## src/rtl/exe_stage.sv

```systemverilog
// Execute stage: ALU plus EXE/MEM output register. Define EXE_MULDIV_EN to add
// the 16-iteration shift/subtract engine for MUL/DIV/REM (otherwise those opcodes are illegal).

`ifndef REG_INVALID
`define REG_INVALID 4'h0
`endif
`ifndef RWE_IDLE
`define RWE_IDLE 2'b00
`endif

module exe_stage #(
  parameter int DATA_W  = 16,
  parameter int SHAMT_W = 4
) (
  input  logic              iei_clk,
  input  logic              iei_rst,
  input  logic              iei_flush,
  input  logic [15:0]       iei_instr,
  input  logic [15:0]       iei_pc,
  input  logic [7:0]        iei_alu_opcode,
  input  logic [DATA_W-1:0] iei_op1,
  input  logic [DATA_W-1:0] iei_op2,
  input  logic [3:0]        iei_wreg_addr,
  input  logic [DATA_W-1:0] iei_write_to_mem_data,
  input  logic [1:0]        iei_rwe,
  output logic [15:0]       exo_instr,
  output logic [15:0]       exo_pc,
  output logic [DATA_W-1:0] exo_result,
  output logic [3:0]        exo_wreg_addr,
  output logic [DATA_W-1:0] exo_write_to_mem_data,
  output logic [1:0]        exo_rwe,
  output logic              exo_stall_req,
  output logic              exo_illegal
);

  localparam logic [7:0] OP_NOP  = 8'h00;
  localparam logic [7:0] OP_ADD  = 8'h01;
  localparam logic [7:0] OP_SUB  = 8'h02;
  localparam logic [7:0] OP_AND  = 8'h03;
  localparam logic [7:0] OP_OR   = 8'h04;
  localparam logic [7:0] OP_XOR  = 8'h05;
  localparam logic [7:0] OP_NOT  = 8'h06;
  localparam logic [7:0] OP_SLL  = 8'h07;
  localparam logic [7:0] OP_SRL  = 8'h08;
  localparam logic [7:0] OP_SRA  = 8'h09;
  localparam logic [7:0] OP_SLT  = 8'h0A;
  localparam logic [7:0] OP_SLTU = 8'h0B;
  localparam logic [7:0] OP_MOVE = 8'h0C;
  localparam logic [7:0] OP_MUL  = 8'h10;
  localparam logic [7:0] OP_DIV  = 8'h11;
  localparam logic [7:0] OP_REM  = 8'h12;

  logic [SHAMT_W-1:0] shamt;
  logic [DATA_W-1:0]  alu_result;
  logic               op_legal;
  logic               op_nop;
  logic               op_multi;
  logic               load_alu;
  logic               load_md;
  logic               flag_illegal;
  logic [DATA_W-1:0]  out_result;

  assign shamt = iei_op2[SHAMT_W-1:0];

  always_comb begin
    alu_result = '0;
    op_legal   = 1'b1;
    op_nop     = 1'b0;
    op_multi   = 1'b0;
    case (iei_alu_opcode)
      OP_NOP:  op_nop = 1'b1;
      OP_ADD:  alu_result = iei_op1 + iei_op2;
      OP_SUB:  alu_result = iei_op1 - iei_op2;
      OP_AND:  alu_result = iei_op1 & iei_op2;
      OP_OR:   alu_result = iei_op1 | iei_op2;
      OP_XOR:  alu_result = iei_op1 ^ iei_op2;
      OP_NOT:  alu_result = ~iei_op1;
      OP_SLL:  alu_result = iei_op1 << shamt;
      OP_SRL:  alu_result = iei_op1 >> shamt;
      OP_SRA:  alu_result = $signed(iei_op1) >>> shamt;
      OP_SLT:  alu_result = {{(DATA_W-1){1'b0}}, $signed(iei_op1) < $signed(iei_op2)};
      OP_SLTU: alu_result = {{(DATA_W-1){1'b0}}, iei_op1 < iei_op2};
      OP_MOVE: alu_result = iei_op2;
`ifdef EXE_MULDIV_EN
      OP_MUL, OP_DIV, OP_REM: op_multi = 1'b1;
`endif
      default: op_legal = 1'b0;
    endcase
  end

`ifdef EXE_MULDIV_EN
  typedef enum logic [1:0] {IDLE, BUSY, FINISH} state_t;
  localparam logic [1:0] MD_MUL = 2'd0;
  localparam logic [1:0] MD_DIV = 2'd1;

  state_t            state, state_next;
  logic [3:0]        count, count_next;
  logic [1:0]        md_op, md_op_next;
  logic [DATA_W-1:0] md_a, md_a_next;
  logic [DATA_W-1:0] md_b, md_b_next;
  logic [DATA_W-1:0] md_acc, md_acc_next;
  logic [DATA_W:0]   trial;
  logic [DATA_W:0]   trial_sub;
  logic              md_ge;

  always_ff @(posedge iei_clk or negedge iei_rst) begin
    if (!iei_rst) begin
      state  <= IDLE;
      count  <= '0;
      md_op  <= MD_MUL;
      md_a   <= '0;
      md_b   <= '0;
      md_acc <= '0;
    end else begin
      state  <= state_next;
      count  <= count_next;
      md_op  <= md_op_next;
      md_a   <= md_a_next;
      md_b   <= md_b_next;
      md_acc <= md_acc_next;
    end
  end

  // MUL: md_a is the shifting multiplicand, md_b the shifting multiplier, md_acc the product.
  // DIV/REM: md_a is the divisor, md_b shifts dividend bits out and quotient bits in,
  // md_acc is the partial remainder. A zero divisor naturally yields 0xFFFF / op1.
  always_comb begin
    state_next    = state;
    count_next    = count;
    md_op_next    = md_op;
    md_a_next     = md_a;
    md_b_next     = md_b;
    md_acc_next   = md_acc;
    exo_stall_req = 1'b0;
    trial         = {md_acc, md_b[DATA_W-1]};
    trial_sub     = trial - {1'b0, md_a};
    md_ge         = (trial >= {1'b0, md_a});
    case (state)
      IDLE: begin
        if (op_multi) begin
          exo_stall_req = 1'b1;
          state_next    = BUSY;
          count_next    = '0;
          md_op_next    = iei_alu_opcode[1:0];
          md_acc_next   = '0;
          if (iei_alu_opcode == OP_MUL) begin
            md_a_next = iei_op1;
            md_b_next = iei_op2;
          end else begin
            md_a_next = iei_op2;
            md_b_next = iei_op1;
          end
        end
      end
      BUSY: begin
        exo_stall_req = 1'b1;
        count_next    = count + 4'd1;
        if (count == 4'd15) state_next = FINISH;
        if (md_op == MD_MUL) begin
          md_acc_next = md_acc + (md_b[0] ? md_a : '0);
          md_a_next   = md_a << 1;
          md_b_next   = md_b >> 1;
        end else begin
          md_acc_next = md_ge ? trial_sub[DATA_W-1:0] : trial[DATA_W-1:0];
          md_b_next   = {md_b[DATA_W-2:0], md_ge};
        end
      end
      FINISH: state_next = IDLE;
      default: state_next = IDLE;
    endcase
    if (iei_flush) begin
      state_next = IDLE;
      count_next = '0;
    end
  end

  assign load_alu     = (state == IDLE) && op_legal && !op_nop && !op_multi;
  assign load_md      = (state == FINISH);
  assign flag_illegal = (state == IDLE) && !op_legal;
  assign out_result   = load_md ? ((md_op == MD_DIV) ? md_b : md_acc) : alu_result;
`else
  assign exo_stall_req = 1'b0;
  assign load_alu      = op_legal && !op_nop;
  assign load_md       = 1'b0;
  assign flag_illegal  = !op_legal;
  assign out_result    = alu_result;
`endif

  // Anything that is not a completed operation leaves a bubble in EXE/MEM.
  always_ff @(posedge iei_clk or negedge iei_rst) begin
    if (!iei_rst) begin
      exo_instr             <= '0;
      exo_pc                <= '0;
      exo_result            <= '0;
      exo_wreg_addr         <= `REG_INVALID;
      exo_write_to_mem_data <= '0;
      exo_rwe               <= `RWE_IDLE;
      exo_illegal           <= 1'b0;
    end else if (!iei_flush && (load_alu || load_md)) begin
      exo_instr             <= iei_instr;
      exo_pc                <= iei_pc;
      exo_result            <= out_result;
      exo_wreg_addr         <= iei_wreg_addr;
      exo_write_to_mem_data <= iei_write_to_mem_data;
      exo_rwe               <= iei_rwe;
      exo_illegal           <= 1'b0;
    end else begin
      exo_instr             <= '0;
      exo_pc                <= '0;
      exo_result            <= '0;
      exo_wreg_addr         <= `REG_INVALID;
      exo_write_to_mem_data <= '0;
      exo_rwe               <= `RWE_IDLE;
      exo_illegal           <= !iei_flush && flag_illegal;
    end
  end

endmodule

```

## config.mk

```make
export PLATFORM = sky130hd
export DESIGN_NAME = exe_stage
export DESIGN_NICKNAME = d
export VERILOG_FILES = /design/src/rtl/exe_stage.sv
export SDC_FILE = /design/constraint.sdc
export NUM_CORES = 1
export LEC_CHECK = 0
export ABC_AREA = 0
export CAP_MARGIN = 20
export CORE_MARGIN = 10
export CORE_UTILIZATION = 40
export CTS_CLUSTER_DIAMETER = 80
export DETAILED_ROUTE_END_ITERATION = 6
export PLACE_DENSITY = 0.68
export SLEW_MARGIN = 20
export SYNTH_ARGS = -nofsm -noshare
export SYNTH_HDL_FRONTEND = slang
export SYNTH_SLANG_ARGS = --single-unit
```

## constraint.sdc

```tcl
create_clock -name iei_clk -period 0.8 [get_ports iei_clk]
set_input_delay 0.08 -clock iei_clk [delete_from_list [all_inputs] [get_ports iei_clk]]
set_output_delay 0.08 -clock iei_clk [all_outputs]
set_load 0.005 [all_outputs]
```

Word-level counts from Yosys, hierarchy flattened --
Index checks and enable logic that the tools add are counted.
Storage, ports and cells: register bits after elaboration 71, latch bits 0, RAM bits 0, bits in read-only memories 0, bits of input ports 97, logic and storage cells 48, memories 0
Operators by class: add/subtract/negate cells 2, multiply operators 0, div/mod/pow operators 0, magnitude comparators 2, eq/ne operators 12, shifts and indexed selects 3, muxes and demuxes 10, bitwise operators 4, reductions and logical operators 8
Operator list (number):
- $pmux 16 s12 | 1
- $mux 16 | 4
- $eq 8x4->1 const B | 5
- $eq 8x3->1 const B | 4
- $lt 16x16->1 | 2
- $add 16x16->16 | 1
- $and 16x16->16 | 1
- $eq 8x2->1 const B | 2
- $not 16->16 | 1
- $or 16x16->16 | 1
- $shl 16x4->16 | 1
- $shr 16x4->16 | 1
- $sshr 16x4->16 | 1
- $sub 16x16->16 | 1
- $xor 16x16->16 | 1
- $reduce_or 13->1 | 1
- $eq 8x1->1 const B | 1
- $logic_not 8->1 | 1
- $mux 4 | 1
- $logic_and 1x1->1 | 3
- $logic_not 1->1 | 3
- $mux 1 | 3
- $mux 2 | 1

Depth between registers and ports, before layout --
depth in word-level cells 6, depth in mapped cells 11, depth with buffers taken out 11

Worst setup path after synthesis --
Ideal clock, no wire load.
path kind input port to flip-flop, start input iei_op2[3], end register exo_result[15], arrival 2.315 ns, path slack -1.643 ns, stages 11, path buffers 2, path through clkbuf_1 clkinv_1 ha_1 clkbuf_1 nor2_1 a211oi_1 a211oi_1 o41ai_1 mux2i_1 a21oi_1 o31ai_1
On the way: longest elaborated chain between the ends 3
RTL lines:
- from (decl) | line 22 | input logic [DATA_W-1:0] iei_op2,
- $sub 16x16->16, or another cell as far along | line 73 | OP_SUB: alu_result = iei_op1 - iei_op2;
- $pmux 16 s12 (*) | line 70 | case (iei_alu_opcode)
- $mux 16 (*) | line 199 | end else if (!iei_flush && (load_alu || load_md)) begin
- to (signal assigned) | line 202 | exo_result <= out_result;
- to (decl) | line 28 | output logic [DATA_W-1:0] exo_result,
Every way passes the cells marked *; elsewhere a longest branch is shown, timed or not.

Worst setup path in the final report --
start input iei_alu_opcode[4], end register exo_result[3]
On the way: longest elaborated chain between the ends 6
RTL lines:
- from (decl) | line 20 | input logic [7:0] iei_alu_opcode,
- $eq 8x4->1, or another cell as far along | line 70
- $reduce_or 13->1 (no source line) / $mux 1 (equally long branches)
- $mux 1 / $logic_not 1->1 (equally long branches) | line 70, 183
- $logic_and 1x1->1 | line 183 | assign load_alu = op_legal && !op_nop;
- $logic_and 1x1->1 | line 199
- $mux 16 (*) | line 199
Marks and branches as above.

==> summary.md <==
| Metric | Value |
|---|---|
| Post-route DRC | 0 |
| Arrival time worst endpoint | 2.05 ns |
| Initial antenna violation count | 0 |
| TritonCTS clock tree | done |
| Area Overhead vs Synth | 84.2% |
| Critical path launch point type | input pin |
| Failing checks | negative setup slack |
| Tot GR Track Use | 30.1% |
| Initial core utilization | 40.6% |
| Avg WL per Cell | roughly 24 microns |
| IO buf count | 167 |
| Yosys top cell area share | 26.5% |
| Part of the power in registers | a little over a quarter |
| Vias in the first global route | 8793 |
| Final hold violation count | 0 |
| DP HPWL | approximately 26 mm |
| Met2 usage | 47.9% |
| Vias per cell | 5.82 |
| Clock power share | 30.4% |
| Yosys warnings | 0 |
| Cell Area, Synth | between 6000 and 7000 sq um |
| Num ports | 169 |
| Fraction of layout cells with a size suffix above 1 | 53.2% |
| Die X | 150 microns |
| Worst Path Max Fanout | 7 |
| Worst Setup EP | exo_result[3]$_DFF_PN0_ |
| Met1 Usage GRT | between 30% and 40% |
| Fin area | 12400 sq um |
| Largest net degree at the start of global routing | 40 |
| Die ar. | 22400 sq um |
| Critical Path Source | iei_alu_opcode[4] |
| DRT Wirelength | 35.2 mm |
| FMAX | 556 MHz |
| Setup Crit Path Kind | input pin to flop |
| Peak supply drop | between 0.0008 and 0.0009 V |
| Die H | ~150 microns |
| First-pass GRT wire length | 52.1 mm |
| Post-Syn Instances | 820 |
| Worst path required time | ~1.1 ns |
| Core Area | 16500 sq um |
| Power per cell area | around 1100 nW/um^2 |
| Max Cap Viol | 0 |
| GR peak layer | met2 |
| Clock slew at reported path FFs | about 0.060 ns |
| Area of the multi-input gates | roughly 5700 sq um |
| Max-Slew Margin vs Limit | 66.5% |
| Final worst path period need | 1.80 ns |
| Unrepaired setup endpoints after global routing | true |
| Top_reg_cell synth | dfrtp_1 |
| Distinct cell type count after synthesis | 70 |
| Fill cell count | 1189 |
| H-tree lvl count | 3 |
| Dpl ws | -1.84 ns |
| Static leakage | 5.73 nW |
| Met3 Usage GRT | 6.49% |
| Number of synthesized flops with an enable pin | 0 |
| Gpl congestion | 1.01 |
| Syn Nets | 973 |
| Placed cell areas | ~11000 sq um |
| Slew @ Worst Pin | 0.497 ns |
| Switch Pwr | 4.55 mW |
| Antenna cells | 0 |
| Synth top area cells | dfrtp_1 (26%), ha_1 (10%), and2_1 (5.4%), mux2i_1 (5.4%), a21oi_1 (4.0%) |
| Largest area contributor in the netlist | dfrtp_1 |
| CTS root buffer | clkbuf_16 |
| GR Overflow Total | 0 |
| Final nets | around 1400 |
| Switch share | approximately 34% |
| Synthesized flop and latch total | 71 |
| DRT iter0 DRCs | 778 |
| Avg Cell Area, Syn | 8.18 sq um |
| Async S/R FF share, synth | 100% |
| CTS Buf Count | 9 |
| Vias after detailed routing | 8661 |
| Final worst path period share | 225% |
| Routed Antenna Nets | 0 |
| Type of destination of the critical path | flop |
| First drt pass iteration count | 5 |
| Row count | 47 |
| Finish-stage setup viols | 142 |
| Status | complete, but fails checks |
| Comb pwr share | a little over two fifths |
| Seq/Total Area, Yosys | 26.5% |
| Internal Power | 8.89 mW |
| Clock sink total | 71 |
| Fin. max-slew vios | 0 |
| Min-delay worst type | input pin to asynchronous set/reset pin |
| Min setup slack post-route | -0.998 ns |
| Clock Tree Buf Depth | 2 |
| Reg area | 1780 sq um |
[state kept, by name (all words and copies together) (netlist names)]
name,flops
exo_rwe,2
exo_instr,16
exo_pc,16
exo_write_to_mem_data,16
exo_wreg_addr,4
exo_illegal,1
exo_result,16
[stage by stage]
| step | hold WS [ns] | power (mW) | instances | TNS [ns] | util [%] |
|---|---|---|---|---|---|
| 2_1_floorplan | -0.216 | 5.73 | 820 | -35.43 | - |
| 3_5_place_dp | -0.0619 | 8.28 | 1430 | -107.13 | 65.0 |
| 3_3_place_gp | -0.0598 | 8.25 | 1430 | -104.54 | 65.0 |
| 5_1_grt | 0.155 | 14.0 | 1487 | -57.92 | 74.8 |
| 4_1_cts | 0.139 | 13.0 | 1477 | -53.59 | 72.8 |
| 6_report | 0.134 | 13.4 | 1487 | -51.76 | 74.8 |
[placed cells by master (no fill, tap or decap), types with 10 or more instances in the layout]
cell type          n
a21oi_1           31
a21oi_2           20
a22oi_1           11
a31oi_1           13
and2_1            40
and2_4            18
buf_12            12
buf_2             74
buf_4            273
buf_6             39
clkbuf_16         10
clkdlybuf4s50_1   55
dfrtp_1           71
dlygate4sd2_1     10
ha_1              24
ha_2              12
ha_4              18
inv_1             21
inv_2             28
mux2i_1           35
nand2_1           63
nand2b_1          10
nor2_1            50
o21ai_0           29
xnor2_1           11
[final cells by class]
| type | instances | area share [%] |
|---|---|---|
| Inverter | 54 | 1.85 |
| Timing Repair Buffer | 489 | 32.9 |
| Tap cell | 220 | 2.23 |
| Clock inverter | 6 | 0.567 |
| Clock buffer | 10 | 1.85 |
| Sequential cell | 71 | 14.4 |
| Multi-Input combinational cell | 637 | 46.2 |
[power groups by stage]
stage	clock (mW)	sequential [mW]	combinational [mW]
detailed placement	0	3.69	4.59
finish	4.09	3.63	5.73
floorplan	0	3.70	2.03
CTS	4.10	3.62	5.28
global placement	0	3.69	4.56
global route	4.30	3.62	6.05
[logic make-up (layout without fill, tap and decap cells)]
kind of cell	Yosys count	count (layout)	synth area share (%)
AO/OA/AOI/OAI	242	242	24.2
buffers and inverters	112	559	6.73
multiplexers	51	51	8.72
adder cells (fa/ha/maj)	56	56	10.7
AND/OR/NAND/NOR	271	271	21.1
flip-flops	71	71	26.5
XOR/XNOR	16	16	2.09
other	1	1	0.0559
[worst max-delay path, cell delays in order]
cell and delay (ns):
buf_6 0.09, or4_4 0.60, or3_4 0.45, nor2_4 0.26, nand2_1 0.10, o221ai_1 0.08
a22oi_1 0.13, a31oi_1 0.25
[cell usage after synthesis (16+ instances only)]
cell type and n:
o21ai_0 43, nand2_1 70, and2_1 58, inv_1 51
a31oi_1 17, mux2i_1 36, a22oi_1 16, clkbuf_1 39
ha_1 54, a21oi_1 53, dfrtp_1 71, nor2_1 58
[per-layer routing]
metal  part of all wire (%)  wire, microns
met4                    6.3           2220
met5                      0              0
met3                    8.8           3100
met1                     39          13700
met2                     46          16200
[how the worst min path moves through the flow]
stage | start | end | slack (ns) | depth (start not counted)
after global placement | iei_rst | exo_pc[4]$_DFF_PN0_ | -0.06 | 1
after detailed placement | iei_rst | exo_result[0]$_DFF_PN0_ | -0.06 | 1
final | iei_rst | exo_result[5]$_DFF_PN0_ | 0.13 | 2
after floorplan | iei_rst | exo_illegal$_DFF_PN0_ | -0.22 | 0
after global routing | iei_rst | exo_result[0]$_DFF_PN0_ | 0.15 | 2
after CTS | iei_rst | exo_result[0]$_DFF_PN0_ | 0.14 | 2
[timing repair]
action | 4_1_cts | 5_1_grt
endpoints found under the setup margin | 142 | 142
hold buffers | 1 | 0
pin swaps | 83 | 42
hold endpoints to repair | 71 | 0
gates resized for setup | 598 | 106
setup buffers | 27 | 18
cloned | 6 | 1
(Power assumes the default switching activity.)
